`config.mk`:
```
export PLATFORM = sky130hd
export DESIGN_NAME = sar_search
export DESIGN_NICKNAME = d
export VERILOG_FILES = /design/src/rtl/sar_search.sv
export SDC_FILE = /design/constraint.sdc
export NUM_CORES = 1
export LEC_CHECK = 0
export BUFFER_PORTS_ARGS = -buffer_cell sky130_fd_sc_hd__buf_4
export CAP_MARGIN = 25
export CORE_UTILIZATION = 45
export DETAILED_ROUTE_END_ITERATION = 6
export GPL_TIMING_DRIVEN = 0
export HOLD_SLACK_MARGIN = 0.02
export PLACE_DENSITY_LB_ADDON = 0.1
export SLEW_MARGIN = 20
export SYNTH_ARGS = -nofsm -noshare
export SYNTH_HDL_FRONTEND = slang
export SYNTH_SLANG_ARGS = --single-unit
```
`constraint.sdc`:
```
create_clock -name clk -period 2.79 [get_ports clk]
set_input_delay 0.558 -clock clk [delete_from_list [all_inputs] [get_ports clk]]
set_output_delay 0.558 -clock clk [all_outputs]
set_load 0.05 [all_outputs]
```
`src/rtl/sar_search.sv`:
```
// Sequential binary-search engine that steers the b operand of a magnitude comparator.
// Optional invalid-comparator-code detection is enabled by defining SAR_SEARCH_ERR_EN.
module sar_search #(
  parameter int unsigned WIDTH = 4
) (
  input  logic             clk,
  input  logic             rst,
  input  logic             start,
  input  logic             cmp_gt,
  input  logic             cmp_eq,
  input  logic             cmp_lt,
  output logic [WIDTH-1:0] guess,
  output logic             busy,
  output logic             done,
  output logic             found,
  output logic [WIDTH-1:0] result,
  output logic [WIDTH-1:0] probes,
  output logic             err
);

  localparam logic [1:0] S_IDLE  = 2'd0;
  localparam logic [1:0] S_PROBE = 2'd1;
  localparam logic [1:0] S_DONE  = 2'd2;

  localparam logic [WIDTH-1:0] MAX_VAL  = {WIDTH{1'b1}};
  localparam logic [WIDTH-1:0] ONE      = WIDTH'(1);

  logic [1:0]       state_q,  state_d;
  logic [WIDTH-1:0] lo_q,     lo_d;
  logic [WIDTH-1:0] hi_q,     hi_d;
  logic [WIDTH-1:0] guess_q,  guess_d;
  logic [WIDTH-1:0] result_q, result_d;
  logic [WIDTH-1:0] probes_q, probes_d;
  logic             busy_q,   busy_d;
  logic             done_q,   done_d;
  logic             found_q,  found_d;
  logic             end_c;

`ifdef SAR_SEARCH_ERR_EN
  logic             err_q,    err_d;
  logic             bad_code_c;

  // A valid comparator code has exactly one of gt/eq/lt high.
  assign bad_code_c = !((cmp_gt ^ cmp_eq ^ cmp_lt) && !(cmp_gt && cmp_eq && cmp_lt));
`endif

  // Midpoint carried in WIDTH+1 bits so lo+hi cannot wrap.
  function automatic logic [WIDTH-1:0] midpoint(input logic [WIDTH-1:0] a,
                                                input logic [WIDTH-1:0] b);
    logic [WIDTH:0] sum;
    sum = {1'b0, a} + {1'b0, b};
    return sum[WIDTH:1];
  endfunction

  always_ff @(posedge clk) begin
    if (rst) begin
      state_q  <= S_IDLE;
      lo_q     <= '0;
      hi_q     <= '0;
      guess_q  <= '0;
      result_q <= '0;
      probes_q <= '0;
      busy_q   <= 1'b0;
      done_q   <= 1'b0;
      found_q  <= 1'b0;
`ifdef SAR_SEARCH_ERR_EN
      err_q    <= 1'b0;
`endif
    end else begin
      state_q  <= state_d;
      lo_q     <= lo_d;
      hi_q     <= hi_d;
      guess_q  <= guess_d;
      result_q <= result_d;
      probes_q <= probes_d;
      busy_q   <= busy_d;
      done_q   <= done_d;
      found_q  <= found_d;
`ifdef SAR_SEARCH_ERR_EN
      err_q    <= err_d;
`endif
    end
  end

  always_comb begin
    state_d  = state_q;
    lo_d     = lo_q;
    hi_d     = hi_q;
    guess_d  = guess_q;
    result_d = result_q;
    probes_d = probes_q;
    busy_d   = 1'b0;
    done_d   = 1'b0;
    found_d  = found_q;
    end_c    = 1'b0;
`ifdef SAR_SEARCH_ERR_EN
    err_d    = err_q;
`endif

    case (state_q)
      S_IDLE: begin
        if (start) begin
          lo_d     = '0;
          hi_d     = MAX_VAL;
          guess_d  = MAX_VAL >> 1;
          probes_d = '0;
          found_d  = 1'b0;
          result_d = '0;
          busy_d   = 1'b1;
          state_d  = S_PROBE;
`ifdef SAR_SEARCH_ERR_EN
          err_d    = 1'b0;
`endif
        end
      end

      S_PROBE: begin
        probes_d = probes_q + ONE;
        busy_d   = 1'b1;
        // Decode priority eq > gt > lt; an all-zero code falls through to lt.
`ifdef SAR_SEARCH_ERR_EN
        if (bad_code_c) begin
          err_d   = 1'b1;
          found_d = 1'b0;
          end_c   = 1'b1;
        end else
`endif
        if (cmp_eq) begin
          found_d = 1'b1;
          end_c   = 1'b1;
        end else if (cmp_gt) begin
          if (guess_q == hi_q) begin
            found_d = 1'b0;
            end_c   = 1'b1;
          end else begin
            lo_d    = guess_q + ONE;
            guess_d = midpoint(guess_q + ONE, hi_q);
          end
        end else begin
          if (guess_q == lo_q) begin
            found_d = 1'b0;
            end_c   = 1'b1;
          end else begin
            hi_d    = guess_q - ONE;
            guess_d = midpoint(lo_q, guess_q - ONE);
          end
        end

        if (end_c) begin
          result_d = guess_q;
          guess_d  = guess_q;
          busy_d   = 1'b0;
          done_d   = 1'b1;
          state_d  = S_DONE;
        end
      end

      S_DONE: begin
        state_d = S_IDLE;
      end

      default: begin
        state_d = S_IDLE;
      end
    endcase
  end

  assign guess  = guess_q;
  assign busy   = busy_q;
  assign done   = done_q;
  assign found  = found_q;
  assign result = result_q;
  assign probes = probes_q;
`ifdef SAR_SEARCH_ERR_EN
  assign err    = err_q;
`else
  assign err    = 1'b0;
`endif

endmodule

```
==> metrics.md, run 1 <==
| Metric | Value |
|---|---|
| Async S/R FF share, synth | 0% |
| RSZ-0062 raised after global routing | false |
| Clock network fraction of design power | a little under a fifth |
| Crit path DAT | around 2800 ps |
| Die Width | about 62 um |
| Synth area leaders | dfxtp_1 (31%), ha_1 (10%), xor2_1 (4.3%) |
| Power density cells | 501 mW/mm^2 |
| Cell Chain, Critical Path | clkbuf_4 -> inv_1 -> ha_1 -> xnor2_1 -> inv_1 -> ha_1 -> a21oi_1 -> a21oi_1 -> or3b_2 -> a311oi_1 |
| Switching Share | approximately two fifths |
| Post-route DRC | 0 |
| Synth cell types | 46 |
| Part of the power in registers | between 40% and 50% |
| CP peak stage delay | around 450 ps |
| Top-area cell type share of the netlist area | a little under a third |
| DR iter-0 viols | 86 |
| Post-synth EDFFs | 0 |
| Clk_skew | ~3.3 ps |
| Minimum hold slack | around 530 ps |
| Diodes inserted | 0 |
| Critical Path Source Type | flip-flop |
| Nets | 228 |
| Relative slew slack | 57.9% |
| Fin crit period | 2580 ps |
| Gate power share | 37.6% |
| Worst path depth | 10 |
| Design Area, Final | roughly 0.0019 sq mm |
| Commonest non-fill, non-tap cell in the layout | dfxtp_1 |
| Mean Syn Cell Area | roughly 9 sq um |
| P&R area growth vs syn | 14.2% |
| Routed vias | ~1500 |
| Post-synth top flop | dfxtp_1 |
| P_sw | 362 uW |
| Core area | 0.00339 sq mm |
| Filler cell count | between 300 and 400 |
| HPWL after DPL | roughly 3 mm |
| Final setup margin | roughly 210 ps |
| Final setup vio count | 0 |
| Status | complete, no violations |
| Crit path max-delay cell type | or3b_2 |
| Reg2reg path depth | 10 |
| Wire length per cell | ~15 um |
| CTS tree | done |
| Largest area contributor in the synthesized netlist | dfxtp_1 |
| Commonest cells after routing, fill and taps aside | dfxtp_1 (24), buf_4 (20), ha_1 (13) |
| Fin. Hold Viols | 0 |
| CTS Buffer Depth | 2 |
| H-tree levels | 1 |
| Input/output buffers | 18 |
| Rows | 21 |
| Crit Path Category | flip-flop to flip-flop |
| Power Total | about 930 uW |
| Worst Tran Pin Value | 629 ps |
| Starting Density | approximately half |
| Clock transition at path regs | about 150 ps |
| Crit path required time | 3040 ps |
| LEAKAGE | 0.000825 uW |
| Total Routing Usage GR | roughly 20% |
| Post-Syn Area | between 0.0015 and 0.002 sq mm |
| Setup TNS | 0 ps |
| Placed inst area | 0.00182 sq mm |
| Initial antenna violation count | 0 |
| VDD IR max | 187 uV |
| DP Worst Slack | 139 ps |
| Hold Path Cell Cnt | 2 |
| Num ports | 22 |
| Vias per inst | about 5.9 |
| Die H | between 60 and 70 um |
| Cts bufs inserted | 3 |
| Post-CTS setup buffer count | 0 |
| CP endpoint kind | flip-flop |
| Largest net degree at the start of global routing | 16 |
| Largest delay contributor family on the critical path | compound AO/OA/AOI/OAI gates |
| Sequential-to-total area share from yosys stat | about 31% |
| Worst-skew pair later-pin latency | around 330 ps |
| Pre-antenna DRT Iters | 4 |
| Syn_nets | around 210 |
| Vias in the first global route | around 1300 |
| Yosys warning count | 0 |
| Placer Congestion | 0.886 |
| Crit-path max FO | 6 |
| ANT nets after route | 0 |
| Worst min path class | flip-flop to flip-flop |
| Overflow after GRT | 0 |
| Ratio of final minimum period to clock period | between 90% and 100% |
| Worst path bufs/invs | 3 |
| Syn Inst Count | 184 |
| Clock Sink Count | 25 |
| Number of synthesized register bits | 25 |
| Number of max-cap violations | 0 |
| DRT Wirelength | around 3.8 mm |
| Die area | 0.00386 sq mm |
| FMAX | just under 400 MHz |
| Global-route wire length before repair | 6.22 mm |
| Share of cells above drive strength 1 | between 10% and 20% |
| CTS root buf | clkbuf_4 |
| Final Slew Violations | 0 |
| Internal | between 500 and 600 uW |
==> worst paths after layout <==
kind | from | to | slack (ps)
hold reg to reg | probes[1] | probes[1] | 530
hold / removal | probes[1] | probes[1] | 530
setup reg to reg | guess[1] | guess[2] | 210
setup / recovery | guess[1] | guess[2] | 210
==> timing repair <==
action / 4_1_cts / 5_1_grt
hold buffers: 0 / 0
setup endpoints to repair: 0 / 1
gates resized for setup: 0 / 2
hold endpoints to repair: 0 / 0
==> worst reg2reg max path, delay by kind of cell (launching register included) <==
kind	cells	cell delay, ps
buffers and inverters	3	370
adders and majority gates	2	520
xor gates and xnor gates	1	220
DFF	1	380
and+or+nand+nor	1	450
AOI/OAI and AO/OA	3	530
==> state kept, by name, indices dropped and copies added, names as in the netlist <==
name and flops:
state_q 2, lo_q 4, probes 4, guess 4, result 4, busy 1, done 1, found 1
hi_q 4
==> final cells by class <==
cell class / count / area [sq um] / share of cell area, %
Buffer: 13 / 72.6 / 3.90
Clock buffer: 3 / 22.5 / 1.21
Clock inverter: 1 / 7.51 / 0.404
Inverter: 8 / 30.0 / 1.62
Multi-Input combinational cell: 138 / 1030 / 55.5
Sequential cell: 25 / 502 / 27.0
Tap cell: 46 / 57.6 / 3.10
Timing Repair Buffer: 18 / 135 / 7.27
==> cell usage after synthesis (all sizes together), types with 2 or more instances <==
master,count
a211oi,7
and4b,2
ha,13
mux2i,2
nand2b,3
or3b,2
or4,2
and3,5
a2111oi,2
fa,2
nor3,12
a21oi,10
nor2,6
a31o,2
nand4,2
a21o,3
nand2,10
xor2,8
o311ai,2
a211o,2
nand3b,5
nand3,7
xnor2,6
buf,8
clkbuf,5
a31oi,2
inv,8
dfxtp,25
nor2b,2
nor4,5
==> logic make-up after synthesis <==
logic type               after synthesis  synth area share, %
AND/OR/NAND/NOR                       69                 24.7
AO/OA/AOI/OAI                         36                 16.3
flip-flops                            25                 30.7
buffers and inverters                 21                 6.15
adder cells (fa/ha/maj)               15                 12.5
XOR/XNOR                              14                 7.53
multiplexers                           3                 1.92
other                                  1                0.230
==> stage by stage <==
step / cells / utilization, %
after floorplan: 184 / -
after global placement: 248 / 53.7
after detailed placement: 248 / 53.7
after CTS: 252 / 54.6
after global routing: 252 / 54.9
final: 252 / 54.9
==> power groups by stage <==
stage / clock network (uW) / logic [uW] / registers (uW)
floorplan: 0 / 217 / 451
detailed placement: 0 / 346 / 412
CTS: 178 / 348 / 404
global route: 199 / 384 / 410
global placement: 0 / 335 / 411
finish: 175 / 350 / 405
==> metal layers <==
| metal | track usage [%] | wire [um] |
|---|---|---|
| met5 | 0 | 0 |
| met4 | 6.98 | 50 |
| met3 | 2.39 | 188 |
| met2 | 33.7 | 1820 |
| met1 | 27.7 | 1770 |
(Power assumes the default switching activity.)
==> run 2: changes to the inputs <==
--- a/config.mk
+++ b/config.mk
@@ -7,7 +7,8 @@
 export LEC_CHECK = 0
 export BUFFER_PORTS_ARGS = -buffer_cell sky130_fd_sc_hd__buf_4
 export CAP_MARGIN = 25
-export CORE_UTILIZATION = 45
+export CORE_UTILIZATION = 42
+export CTS_CLUSTER_DIAMETER = 150
 export DETAILED_ROUTE_END_ITERATION = 6
 export GPL_TIMING_DRIVEN = 0
 export HOLD_SLACK_MARGIN = 0.02
==> run 2 against run 1 <==
Combinational power about the same. Maximum frequency down 2.0%. Die area up 6.9%. Largest cell class unchanged. Critical path type unchanged. Via count down 3.6%. Final area up 1.0%. Clock skew about the same. Sequential power about the same.
==> metrics.md, run 2 (synthesis results as in run 1) <==
| Metric | Value |
|---|---|
| Status | complete, no violations |
| Starting Density | 44.1% |
| Minimum hold slack | between 500 and 600 ps |
| Setup TNS | 0 ps |
| DR iter-0 viols | 99 |
| Final setup margin | around 150 ps |
| HPWL after DPL | roughly 3 mm |
| Clock Sink Count | 25 |
| DP Worst Slack | 130 ps |
| Die area | a little over 0.004 sq mm |
| FMAX | about 380 MHz |
| Die H | between 60 and 70 um |
| Crit Path Category | flip-flop to flip-flop |
| Wire length per cell | 15.1 um |
| Die Width | between 60 and 70 um |
| Global-route wire length before repair | ~6.6 mm |
| Critical Path Source Type | flip-flop |
| Input/output buffers | 18 |
| Vias in the first global route | roughly 1400 |
| Core area | around 0.0037 sq mm |
| Crit-path max FO | 6 |
| Power Total | between 900 and 1000 uW |
| Clock transition at path regs | 90 ps |
| Pre-antenna DRT Iters | 4 |
| CTS root buf | clkbuf_8 |
| Cell Chain, Critical Path | buf_2 -> inv_1 -> ha_1 -> xnor2_1 -> inv_1 -> ha_1 -> a21oi_1 -> a21oi_1 -> or3b_2 -> a311oi_1 |
| DRT Wirelength | between 3 and 4 mm |
| Fin crit period | about 2600 ps |
| Commonest non-fill, non-tap cell in the layout | dfxtp_1 |
| Power density cells | between 500 and 600 mW/mm^2 |
| Rows | 22 |
| Num ports | 22 |
| Ratio of final minimum period to clock period | a little over nine tenths |
| Cts bufs inserted | 3 |
| Share of cells above drive strength 1 | between 10% and 20% |
| P&R area growth vs syn | 15.4% |
| ANT nets after route | 0 |
| Routed vias | approximately 1400 |
| H-tree levels | 1 |
| Overflow after GRT | 0 |
| Filler cell count | 367 |
| Crit path max-delay cell type | or3b_2 |
| LEAKAGE | roughly 0.00083 uW |
| CP endpoint kind | flip-flop |
| Placer Congestion | just under 0.9 |
| Crit path DAT | around 2800 ps |
| Total Routing Usage GR | about a fifth |
| Vias per inst | between 5 and 6 |
| Reg-to-reg slack, setup | 150 ps |
| CP peak stage delay | 460 ps |
| Worst min path class | flip-flop to flip-flop |
| Hold-fix buffers, CTS | 0 |
| Diodes inserted | 0 |
| Post-route DRC | 0 |
| CTS Buffer Depth | 2 |
| CTS tree | done |
| Fin. Hold Viols | 0 |
| Number of max-cap violations | 0 |
| Final core area utilization | roughly half |
| VDD IR max | ~280 uV |
| Initial antenna violation count | 0 |
| Final Slew Violations | 0 |
| Worst-skew pair later-pin latency | approximately 270 ps |
| Final setup vio count | 0 |
| Crit path required time | 2970 ps |
| RSZ-0062 raised after global routing | false |
| Nets | around 230 |
| Clk_skew | 3.53 ps |
| Commonest cells after routing, fill and taps aside | dfxtp_1 (24), buf_4 (20), ha_1 (13) |
| Largest net degree at the start of global routing | 16 |
run 2: cell count changes in the layout (fill, tap and decap cells not counted):
cell      delta
clkbuf_8     +3
buf_2        +2
clkbuf_4     -4
nor3b_1      +1
nor3b_2      -1
run 2: worst paths after layout:
check	startpoint	endpoint	cells after the start
max	guess[1]	guess[2]	10
min reg2reg	found	found	2
max reg2reg	guess[1]	guess[2]	10
min	found	found	2
run 2: worst max-delay path, delay by kind of cell, from the launching register on:
family	cells	cell delay, ps
AOI/OAI and AO/OA	3	570
xor gates and xnor gates	1	210
adders and majority gates	2	530
buffers and inverters	3	410
DFF	1	370
and+or+nand+nor	1	460
run 2: cell type report:
cell class,count,area [sq um],share of cell area [%]
sequential,25,502,26.7
buffer,13,70.1,3.73
tap,48,60.1,3.20
inverter,8,30.0,1.60
multi-input combinational,138,1030,54.7
clock buffer,3,41.3,2.20
timing repair buffer,19,140,7.46
clock inverter,1,7.51,0.400
run 2: repair_timing:
| item | in CTS | in global routing |
|---|---|---|
| setup endpoints to repair | 0 | 1 |
| setup buffers | 0 | 0 |
| resized for setup | 0 | 1 |
run 2: per-layer routing:
| metal | share of wire, % | vias up | GRT usage (%) |
|---|---|---|---|
| li1 | - | 720 | - |
| met1 | 47 | 678 | 27.3 |
| met3 | 4.9 | 6 | 4.82 |
| met2 | 47 | 35 | 32.6 |
| met4 | 1.2 | 0 | 7.22 |
| met5 | 0 | - | 0 |
run 2: metrics by stage:
stage / cells / instance area (sq um)
floorplan: 184 / 1630
global placement: 250 / 1820
detailed placement: 251 / 1830
CTS: 255 / 1880
global route: 255 / 1880
finish: 255 / 1880
run 2: power breakdown:
| group | internal [uW] | leakage (uW) | switching (uW) |
|---|---|---|---|
| registers | 380 | 0.000205 | 25.0 |
| logic | 133 | 0.000608 | 215 |
| clock network | 101 | 0.0000217 | 120 |
==> run 3: changes to the inputs <==
==> constraint.sdc (replaced) <==
create_clock -name clk -period 2.17 [get_ports clk]
set_input_delay 0.434 -clock clk [delete_from_list [all_inputs] [get_ports clk]]
set_output_delay 0.434 -clock clk [all_outputs]
set_load 0.05 [all_outputs]
==> run 3 against run 2 <==
Sequential share of layout area decreased by 1.8 points. Clock skew decreased by 2.5 ps. Via count increased by 4.4%. Final cell count increased by 2.4%. Critical endpoint is now guess[3]. Utilization increased by 4.3 points. First-iteration DRC count decreased by 9.1%. Combinational power increased by 61%.
==> metrics.md, run 3 (synthesis results as in run 1) <==
| Metric | Value |
|---|---|
| Pre-antenna DRT Iters | 5 |
| Die area | around 0.0041 sq mm |
| Design Area, Final | between 0.002 and 0.0025 sq mm |
| Worst min path class | primary input to flip-flop |
| Hold-fix buffers, CTS | 0 |
| Vias per inst | between 5 and 6 |
| Power density cells | between 600 and 700 mW/mm^2 |
| Placer Congestion | about 0.84 |
| Final Slew Violations | 0 |
| Crit path DAT | about 2400 ps |
| Cts bufs inserted | 3 |
| Fin crit period | 2160 ps |
| Worst path most repeated cell | ha_4 |
| CTS tree | done |
| Largest net degree at the start of global routing | 16 |
| RSZ-0062 raised after global routing | true |
| Nets | 235 |
| Cell Chain, Critical Path | buf_6 -> inv_4 -> ha_4 -> xnor2_4 -> inv_2 -> ha_4 -> a21o_1 -> a211oi_2 -> or4_1 -> mux2i_1 |
| P&R area growth vs syn | 25.2% |
| DR iter-0 viols | 90 |
| Starting Density | around 44% |
| Status | complete, no violations |
| Wire length per cell | between 15 and 20 um |
| Clock transition at path regs | roughly 90 ps |
| Number of max-cap violations | 0 |
| H-tree levels | 1 |
| Minimum hold slack | ~490 ps |
| CTS root buf | clkbuf_8 |
| Routed vias | 1503 |
| Num ports | 22 |
| Fin. Hold Viols | 0 |
| Final setup margin | roughly 9.5 ps |
| Final setup vio count | 0 |
| Commonest non-fill, non-tap cell in the layout | buf_4 |
| Input/output buffers | 18 |
| Initial antenna violation count | 0 |
| Rows | 22 |
| Clk_skew | roughly 1.0 ps |
| DRT Wirelength | between 4 and 5 mm |
| HPWL after DPL | 2.96 mm |
| Crit Path Category | flip-flop to flip-flop |
| Total Routing Usage GR | roughly a fifth |
| CP peak stage delay | 470 ps |
| Core area | between 0.003 and 0.004 sq mm |
| Global-route wire length before repair | roughly 6.7 mm |
| Placed inst area | between 0.0015 and 0.002 sq mm |
| Relative slew slack | between 60% and 70% |
| Final core area utilization | 55.3% |
| Vias in the first global route | 1407 |
| FMAX | approximately 460 MHz |
| Crit path required time | ~2400 ps |
| Post-route DRC | 0 |
| CTS Buffer Depth | 2 |
| Commonest cells after routing, fill and taps aside | buf_4 (26), dfxtp_1 (23), nor3_1 (12) |
| Critical Path Source Type | flip-flop |
| CP endpoint kind | flip-flop |
| Worst Tran Pin Value | just over 500 ps |
| VDD IR max | 230 uV |
| LEAKAGE | between 0.0008 and 0.0009 uW |
| Crit-path max FO | 6 |
| Share of cells above drive strength 1 | between 20% and 30% |
| Die Width | approximately 64 um |
| Crit path max-delay cell type | or4_1 |
| Overflow after GRT | 0 |
| DP Worst Slack | -50.0 ps |
| Worst-skew pair later-pin latency | about 270 ps |
| Clock Sink Count | 25 |
| Ratio of final minimum period to clock period | between 90 and 100% |
| Diodes inserted | 0 |
| ANT nets after route | 0 |
| Die H | 64.3 um |
run 3: cell types whose count changed in the layout (fill, tap and decap cells not counted), sizes merged:
cell,before,now
buf,27,33
run 3: per-layer routing:
layer  global-route usage, %  vias to the layer above  share of wire [%]
li1                        -                      728                  -
met1                    28.2                      720                 46
met2                    32.5                       53                 48
met3                    3.04                        2                5.8
met4                    5.28                        0               0.47
met5                       0                        -                  0
run 3: area by class of cell:
cell class,instances,area (sq um)
Multi-Input combinational cell,138,1120
Sequential cell,25,508
Tap cell,48,60.1
Clock inverter,1,6.26
Buffer,13,76.3
Inverter,8,36.3
Fill cell,349,1650
Clock buffer,3,41.3
Timing Repair Buffer,25,185
run 3: what timing repair did:
action                                  CTS  global route
buffers inserted                          2             4
gates resized for setup                   3             9
endpoints found under the setup margin    2             4
pin swaps                                 1             7
run 3: stage by stage:
step                      power (uW)  instances  TNS, ps
after floorplan                  896        184        0
after global routing            1440        261     -147
after detailed placement        1010        251    -56.9
after CTS                       1320        257        0
final                           1360        261        0
after global placement          1000        250    -71.4
run 3: critical path, delay by kind of cell, from the launching register on:
family,cells,cell delay (ps)
AND/OR/NAND/NOR,1,470
buffers and inverters,3,270
adder cells (fa/ha/maj),2,440
AO/OA/AOI/OAI,2,200
flip-flops,1,370
multiplexers,1,160
XOR/XNOR,1,190
run 3: worst paths after layout:
check                    to      start  slack, ps  cells past startpoint
setup / recovery   guess[3]   guess[1]          9                     10
hold reg to reg   probes[1]  probes[1]        520                      2
setup reg to reg   guess[3]   guess[1]          9                     10
hold / removal     guess[3]        rst        490                      3
run 3: power breakdown:
group / switching (uW) / internal, uW / total, uW
registers: 30.4 / 489 / 519
clock network: 149 / 131 / 280
logic: 322 / 239 / 561
total: 502 / 859 / 1360
